## src/rtl/pc_fetch_seq_pkg.sv

```systemverilog
// Shared definitions for the fetch sequencer: data width, FSM state encoding
// and a small address helper.
package pc_fetch_seq_pkg;

    localparam int XLEN = 32;

    typedef enum logic [1:0] {
        ST_IDLE  = 2'd0,
        ST_REQ   = 2'd1,
        ST_WAIT  = 2'd2,
        ST_VALID = 2'd3
    } fetch_state_e;

    // Converts a 30-bit word offset into a 32-bit byte offset.
    function automatic logic [XLEN-1:0] word_to_byte(input logic [29:0] word_off);
        return {word_off, 2'b00};
    endfunction

endpackage

```

## src/rtl/pc_fetch_seq_next.sv

```systemverilog
// Next-PC calculation applied when downstream accepts an instruction.
// A taken branch has priority over a jump; a jump target is forced word
// aligned and flags misalignment of the requested target.
module pc_next_calc
    import pc_fetch_seq_pkg::*;
#(
    parameter int PC_STEP = 4
) (
    input  logic [XLEN-1:0] instr_pc,
    input  logic            br_taken,
    input  logic [29:0]     br_offset,
    input  logic            jump,
    input  logic [XLEN-1:0] jump_target,
    output logic [XLEN-1:0] next_pc,
    output logic            misalign
);

    localparam logic [XLEN-1:0] STEP = XLEN'(PC_STEP);

    logic [XLEN-1:0] seq_pc_s;

    assign seq_pc_s = instr_pc + STEP;

    // Select the redirect target: branch, then jump, then sequential.
    always_comb begin
        next_pc  = seq_pc_s;
        misalign = 1'b0;
        if (br_taken) begin
            next_pc  = seq_pc_s + word_to_byte(br_offset);
            misalign = 1'b0;
        end else if (jump) begin
            next_pc  = {jump_target[XLEN-1:2], 2'b00};
            misalign = (jump_target[1:0] != 2'b00);
        end else begin
            next_pc  = seq_pc_s;
            misalign = 1'b0;
        end
    end

endmodule

```

## src/rtl/pc_fetch_seq.sv

```systemverilog
// Fetch sequencer: owns the program counter, issues one instruction-memory
// request per instruction, holds the returned word for downstream, and
// applies branch/jump redirects when downstream accepts.
module pc_fetch_seq
    import pc_fetch_seq_pkg::*;
#(
    parameter logic [31:0] RESET_PC = 32'h0000_0000,
    parameter int          PC_STEP  = 4,
    parameter int          TIMEOUT  = 16
) (
    input  logic        Clk,
    input  logic        ReSet_n,
    input  logic        Run,
    output logic        ImemReq,
    output logic [31:0] ImemAddr,
    input  logic        ImemGnt,
    input  logic        ImemRvalid,
    input  logic [31:0] ImemRdata,
    output logic        InstrValid,
    output logic [31:0] Instr,
    output logic [31:0] InstrPc,
    input  logic        InstrReady,
    input  logic        BrTaken,
    input  logic [31:0] BrOffset,
    input  logic        Jump,
    input  logic [31:0] JumpTarget,
    output logic        Misalign,
    output logic        ImemTimeout,
    output logic        Busy
);

    // Wait counter is wide enough for any practical TIMEOUT (up to 65536).
    localparam int              CNT_W     = 16;
    localparam logic            TO_EN     = (TIMEOUT != 0) ? 1'b1 : 1'b0;
    localparam logic [CNT_W-1:0] CNT_LIMIT =
        (TIMEOUT > 0) ? CNT_W'(TIMEOUT - 1) : {CNT_W{1'b0}};

    fetch_state_e     state_r, state_s;
    logic [XLEN-1:0]  pc_r, pc_s;
    logic [XLEN-1:0]  instr_r, instr_s;
    logic [XLEN-1:0]  instr_pc_r, instr_pc_s;
    logic [CNT_W-1:0] wait_cnt_r, wait_cnt_s;
    logic             timeout_r, timeout_s;
    logic             misalign_r, misalign_s;
    logic             req_r, valid_r, busy_r;

    logic [XLEN-1:0]  next_pc_s;
    logic             calc_misalign_s;
    logic             unused_s;

    // Only the low 30 bits of the branch offset take part in the target.
    assign unused_s = ^BrOffset[31:30];

    pc_next_calc #(
        .PC_STEP (PC_STEP)
    ) u_next (
        .instr_pc    (instr_pc_r),
        .br_taken    (BrTaken),
        .br_offset   (BrOffset[29:0]),
        .jump        (Jump),
        .jump_target (JumpTarget),
        .next_pc     (next_pc_s),
        .misalign    (calc_misalign_s)
    );

    // Next-state and datapath update for the fetch FSM.
    always_comb begin
        state_s    = state_r;
        pc_s       = pc_r;
        instr_s    = instr_r;
        instr_pc_s = instr_pc_r;
        wait_cnt_s = wait_cnt_r;
        timeout_s  = timeout_r;
        misalign_s = 1'b0;
        case (state_r)
            ST_IDLE: begin
                if (Run) begin
                    state_s = ST_REQ;
                end else begin
                    state_s = ST_IDLE;
                end
            end
            ST_REQ: begin
                if (ImemGnt) begin
                    state_s    = ST_WAIT;
                    wait_cnt_s = {CNT_W{1'b0}};
                end else begin
                    state_s = ST_REQ;
                end
            end
            ST_WAIT: begin
                if (ImemRvalid) begin
                    instr_s    = ImemRdata;
                    instr_pc_s = pc_r;
                    state_s    = ST_VALID;
                end else if (TO_EN && (wait_cnt_r == CNT_LIMIT)) begin
                    // Retry the same address; the flag stays set until reset.
                    timeout_s = 1'b1;
                    state_s   = ST_REQ;
                end else begin
                    wait_cnt_s = wait_cnt_r + {{(CNT_W-1){1'b0}}, 1'b1};
                end
            end
            ST_VALID: begin
                if (InstrReady) begin
                    pc_s       = next_pc_s;
                    misalign_s = calc_misalign_s;
                    if (Run) begin
                        state_s = ST_REQ;
                    end else begin
                        state_s = ST_IDLE;
                    end
                end else begin
                    state_s = ST_VALID;
                end
            end
            default: begin
                state_s = ST_IDLE;
            end
        endcase
    end

    // State, datapath and registered output flags.
    always_ff @(posedge Clk or negedge ReSet_n) begin
        if (!ReSet_n) begin
            state_r    <= ST_IDLE;
            pc_r       <= RESET_PC;
            instr_r    <= 32'h0000_0000;
            instr_pc_r <= 32'h0000_0000;
            wait_cnt_r <= {CNT_W{1'b0}};
            timeout_r  <= 1'b0;
            misalign_r <= 1'b0;
            req_r      <= 1'b0;
            valid_r    <= 1'b0;
            busy_r     <= 1'b0;
        end else begin
            state_r    <= state_s;
            pc_r       <= pc_s;
            instr_r    <= instr_s;
            instr_pc_r <= instr_pc_s;
            wait_cnt_r <= wait_cnt_s;
            timeout_r  <= timeout_s;
            // Misalign pulses in the cycle following the accepting edge.
            misalign_r <= misalign_s;
            req_r      <= (state_s == ST_REQ);
            valid_r    <= (state_s == ST_VALID);
            busy_r     <= (state_s != ST_IDLE);
        end
    end

    assign ImemReq     = req_r;
    assign ImemAddr    = pc_r;
    assign InstrValid  = valid_r;
    assign Instr       = instr_r;
    assign InstrPc     = instr_pc_r;
    assign Misalign    = misalign_r;
    assign ImemTimeout = timeout_r;
    assign Busy        = busy_r;

endmodule

```

## config.mk

```make
export PLATFORM = sky130hd
export DESIGN_NAME = pc_fetch_seq
export DESIGN_NICKNAME = d
export VERILOG_FILES = /design/src/rtl/pc_fetch_seq_pkg.sv /design/src/rtl/pc_fetch_seq_next.sv /design/src/rtl/pc_fetch_seq.sv
export SDC_FILE = /design/constraint.sdc
export NUM_CORES = 1
export LEC_CHECK = 0
export CAP_MARGIN = 20
export CORE_MARGIN = 1.5
export CORE_UTILIZATION = 49
export DETAILED_ROUTE_END_ITERATION = 12
export GPL_TIMING_DRIVEN = 1
export PLACE_DENSITY = 0.82
export SKIP_LAST_GASP = 1
export SLEW_MARGIN = 15
export SYNTH_ARGS = -nofsm -noshare
export SYNTH_HDL_FRONTEND = slang
export SYNTH_SLANG_ARGS = --single-unit
export TNS_END_PERCENT = 20
```

## constraint.sdc

```tcl
create_clock -name Clk -period 4.2 [get_ports Clk]
set_clock_uncertainty 0.05 [all_clocks]
set_input_delay 1.05 -clock Clk [delete_from_list [all_inputs] [get_ports Clk]]
set_output_delay 1.05 -clock Clk [all_outputs]
set_load 0.01 [all_outputs]
```

==> results.cfg <==
[timing]
setup-violations-final = 0
fin_setup_tns_ns = 0
finalMaxSlewViolations = 0
unrepaired_setup_endpoints_after_global_routing = no
report.final.hold_viol_count = 0
tightest_slew_ns = 0.796
fmax_mhz = 253
min_period_ns = 3.95
relSlewSlack_pct = 47.0
hold_ws_ns = 0.406
fin_crit_sh_pct = 94.0

[floorplanning]
die_width_um = 125
y_dimension_of_the_die_um = 125
io_pins = 205
placementRows = 44
die_area_um2 = 15700
design.core.area_um2 = 14600
start_util_pct = 50.2

[pwr]
power_density_nw_per_um2 = 698
power_leakage_uw = 0.00454
worst_vdd_drop_v = 0.000487
total_power_uw = 7120

[synthesis]
synth_ff_type = sky130_fd_sc_hd__dfrtp_1
yosys.cell_types.count = 62
synth_seq_area_share_pct = 40.7
synth_warnings = 0
synth-edff-count = 0
postSynthAreaPerCell_um2 = 9.85
synth_largest_area_cell = sky130_fd_sc_hd__dfrtp_1
synth.ff_latch_count = 119
synthCells = 743
synthDominantCellAreaShare_pct = 40.7
syn-num-nets = 886
netlist_area_um2 = 7320
post_synth_main_area_contributors = sky130_fd_sc_hd__dfrtp_1 (41%), sky130_fd_sc_hd__mux2_2 (10%), sky130_fd_sc_hd__ha_1 (6.5%), sky130_fd_sc_hd__xnor2_1 (4.5%), sky130_fd_sc_hd__xor2_1 (3.5%)
synth_async_sr_flop_share_pct = 100

[clock_network]
cts-buffers-inserted = 17
clkSlewWorstSetupHoldPaths_ns = 0.06
tritoncts = built
number_of_sinks_driven_by_the_clock_tree = 119
post-cts-setup-buffers = 0
cts_htree_levels = 4
cts_hold_buffers = 0
clock-root-buffer = sky130_fd_sc_hd__clkbuf_16
clock_insertion_delay_worst_skew_ns = 0.42
cts_buffer_depth = 2

[flow_run]
maxCapViolCount = 0

[finish]
post_layout_nonfiller_instances = 1150
drive_gt1_share_pct = 14.2
final_net_count = 1096
num_antenna_cells = 0
area.growth.synth_to_final_pct = 39.2
fill_cells = 1124

[drt]
finalWirelength_um = 20600
post_drt_wl_per_cell_um = 17.9
vias_per_cell = 5.65
drtIter0Drc = 506
final_antenna_net_count = 0
firstDrtPassIters = 5
detail_route.drc_violations = 0
num_vias = 6501

[place]
place.detailed.instances = 1118
detailed_place_hpwl_um = 15000
placement.io_buffers = 202
finalWeightedCongestion = 0.925

[setup_path]
worstPathRequired_ns = 4.46
regToRegSetupSlack_ns = 0.25
crit_path_top_delay_cell = sky130_fd_sc_hd__o21ai_0
timing.critical_path.max_delay_family = compound AO/OA/AOI/OAI gates
end_kind = flip-flop
critical_path_type = flip-flop to flip-flop
slowest_delay_ns = 0.47
critPathLaunchType = flip-flop
worstPathCellList = ha_1, and3_1, nand4_1, xnor2_1, ha_1, and3_1, o211ai_1, a211oi_1, o21ai_0, a21oi_1, o22ai_1, o21ai_0, nor3_1, a211o_1
critical_path_buf_inv_count = 0
arrival_time_at_the_worst_endpoint_ns = 4.20
critPathMaxFanout = 7

[global_route]
via_count_of_the_first_global_routing_pass = 6527
global_route.usage.total_pct = 26.6
globalRouteOverflowTotal = 0
antenna_found_initial = 0
grt_pass1_wl_um = 33400
grt_start_max_net_pins = 61

[outcome]
result_of_the_run = finished clean

[min_path]
worstHoldPathType = flip-flop to flip-flop
[through the flow]
step | utilization [%] | setup slack (ns) | cell area, um2
finish | 69.9 | 0.254 | 10200
global route | 69.9 | 0.0546 | 10200
CTS | 69.8 | 0.134 | 10200
detailed placement | 65.7 | 0.114 | 9590
global placement | 65.7 | 0.135 | 9590
floorplan | - | 0.727 | 7320
[worst reg2reg max path, stage by stage, from the launching register on]
cell and delay (ns):
sky130_fd_sc_hd__dfrtp_1 0.46, sky130_fd_sc_hd__ha_1 0.23, sky130_fd_sc_hd__and3_1 0.40, sky130_fd_sc_hd__nand4_1 0.17, sky130_fd_sc_hd__xnor2_1 0.19, sky130_fd_sc_hd__ha_1 0.31
sky130_fd_sc_hd__and3_1 0.20, sky130_fd_sc_hd__o211ai_1 0.10, sky130_fd_sc_hd__a211oi_1 0.35, sky130_fd_sc_hd__o21ai_0 0.22, sky130_fd_sc_hd__a21oi_1 0.19, sky130_fd_sc_hd__o22ai_1 0.14
sky130_fd_sc_hd__o21ai_0 0.47, sky130_fd_sc_hd__nor3_1 0.09, sky130_fd_sc_hd__a211o_1 0.28
[layer usage]
metal  up-vias  global-route usage, %  share of wire (%)
met4         0                   9.49                2.6
li1       3090                      -                  -
met1      3112                   34.0                 43
met3        47                   7.87                7.2
met5         -                      0                  0
met2       252                   43.0                 47
[worst paths after layout]
path / start / to / depth (start not counted)
worst max-delay path: InstrPc[3] / ImemAddr[30] / 14
worst min-delay path: ImemTimeout / ImemTimeout / 1
worst max register to register: InstrPc[3] / ImemAddr[30] / 14
worst min register to register: ImemTimeout / ImemTimeout / 1
max in group asynchronous: ReSet_n / ImemAddr[2] / 2
min in group asynchronous: ReSet_n / InstrPc[21] / 1
[cells in the mapped netlist, types with 2 or more instances]
library cell	instances
sky130_fd_sc_hd__a211o_1	3
sky130_fd_sc_hd__a211oi_1	3
sky130_fd_sc_hd__a21o_1	12
sky130_fd_sc_hd__a21oi_1	47
sky130_fd_sc_hd__a22oi_1	4
sky130_fd_sc_hd__a31oi_1	5
sky130_fd_sc_hd__and2_1	4
sky130_fd_sc_hd__and3_1	13
sky130_fd_sc_hd__and4_2	2
sky130_fd_sc_hd__buf_1	3
sky130_fd_sc_hd__buf_2	3
sky130_fd_sc_hd__clkbuf_1	22
sky130_fd_sc_hd__clkbuf_8	3
sky130_fd_sc_hd__dfrtp_1	119
sky130_fd_sc_hd__ha_1	38
sky130_fd_sc_hd__inv_1	12
sky130_fd_sc_hd__mux2_2	67
sky130_fd_sc_hd__mux2i_1	25
sky130_fd_sc_hd__nand2_1	66
sky130_fd_sc_hd__nand2b_1	3
sky130_fd_sc_hd__nand3_1	29
sky130_fd_sc_hd__nand3b_1	2
sky130_fd_sc_hd__nand4_1	16
sky130_fd_sc_hd__nor2_1	63
sky130_fd_sc_hd__nor2b_1	5
sky130_fd_sc_hd__nor3_1	19
sky130_fd_sc_hd__o211ai_1	3
sky130_fd_sc_hd__o21a_1	5
sky130_fd_sc_hd__o21ai_0	42
sky130_fd_sc_hd__o21ai_1	2
sky130_fd_sc_hd__o21bai_1	4
sky130_fd_sc_hd__o22ai_1	3
sky130_fd_sc_hd__or2_2	2
sky130_fd_sc_hd__xnor2_1	38
sky130_fd_sc_hd__xor2_1	29
[layout make-up]
| type | instances | area (um2) | area share (%) |
|---|---|---|---|
| Multi-Input combinational cell | 580 | 4160 | 40.8 |
| Sequential cell | 119 | 2980 | 29.2 |
| Timing Repair Buffer | 223 | 2190 | 21.5 |
| Clock buffer | 17 | 425 | 4.17 |
| Tap cell | 184 | 230 | 2.26 |
| Clock inverter | 15 | 166 | 1.63 |
| Inverter | 12 | 45.0 | 0.442 |
[layout by cell type, fill, tap and decap left out, types with 3 or more instances in the layout]
cell / count
sky130_fd_sc_hd__mux2i_1: 25
sky130_fd_sc_hd__nand3_1: 28
sky130_fd_sc_hd__clkbuf_16: 17
sky130_fd_sc_hd__clkinv_4: 4
sky130_fd_sc_hd__xnor2_1: 38
sky130_fd_sc_hd__o21bai_1: 4
sky130_fd_sc_hd__nand4_1: 16
sky130_fd_sc_hd__nor2_1: 63
sky130_fd_sc_hd__o21ai_0: 42
sky130_fd_sc_hd__o211ai_1: 3
sky130_fd_sc_hd__inv_1: 12
sky130_fd_sc_hd__dfrtp_1: 119
sky130_fd_sc_hd__a31oi_1: 5
sky130_fd_sc_hd__buf_4: 20
sky130_fd_sc_hd__and2_1: 4
sky130_fd_sc_hd__clkdlybuf4s50_1: 199
sky130_fd_sc_hd__ha_1: 38
sky130_fd_sc_hd__inv_6: 5
sky130_fd_sc_hd__nand2b_1: 3
sky130_fd_sc_hd__nor2b_1: 5
sky130_fd_sc_hd__nand2_1: 65
sky130_fd_sc_hd__o21a_1: 5
sky130_fd_sc_hd__nor3_1: 19
sky130_fd_sc_hd__a21o_1: 12
sky130_fd_sc_hd__and3_1: 13
sky130_fd_sc_hd__a21oi_1: 47
sky130_fd_sc_hd__a211o_1: 3
sky130_fd_sc_hd__xor2_1: 29
sky130_fd_sc_hd__o22ai_1: 3
sky130_fd_sc_hd__mux2_2: 67
sky130_fd_sc_hd__a211oi_1: 3
sky130_fd_sc_hd__a22oi_1: 4
sky130_fd_sc_hd__clkinvlp_4: 3
[flip-flops by register name (all words and copies together), names as in the netlist]
| signal | cells |
|---|---|
| Busy | 1 |
| ImemAddr | 32 |
| ImemReq | 1 |
| ImemTimeout | 1 |
| Instr | 32 |
| InstrPc | 32 |
| InstrValid | 1 |
| Misalign | 1 |
| state_r | 2 |
| wait_cnt_r | 16 |
[what timing repair did]
action,4_1_cts,5_1_grt
resized for setup,0,3
endpoints found under the hold margin,0,0
endpoints found under the setup margin,0,3
[cells by family after synthesis]
kind of cell	after synthesis	synth area share [%]
flops	119	40.7
compound gates	146	12.2
buf+inv	44	2.82
mux	93	14.0
fa+ha+maj	39	6.77
simple gates	235	15.5
xor+xnor	67	8.01
[where the power goes]
part / internal (uW) / switching (uW) / leakage, uW
clock: 883 / 581 / 0.000281
combinational: 1930 / 1700 / 0.00276
sequential: 1600 / 425 / 0.00150
Power figures use the tool's default switching activity.
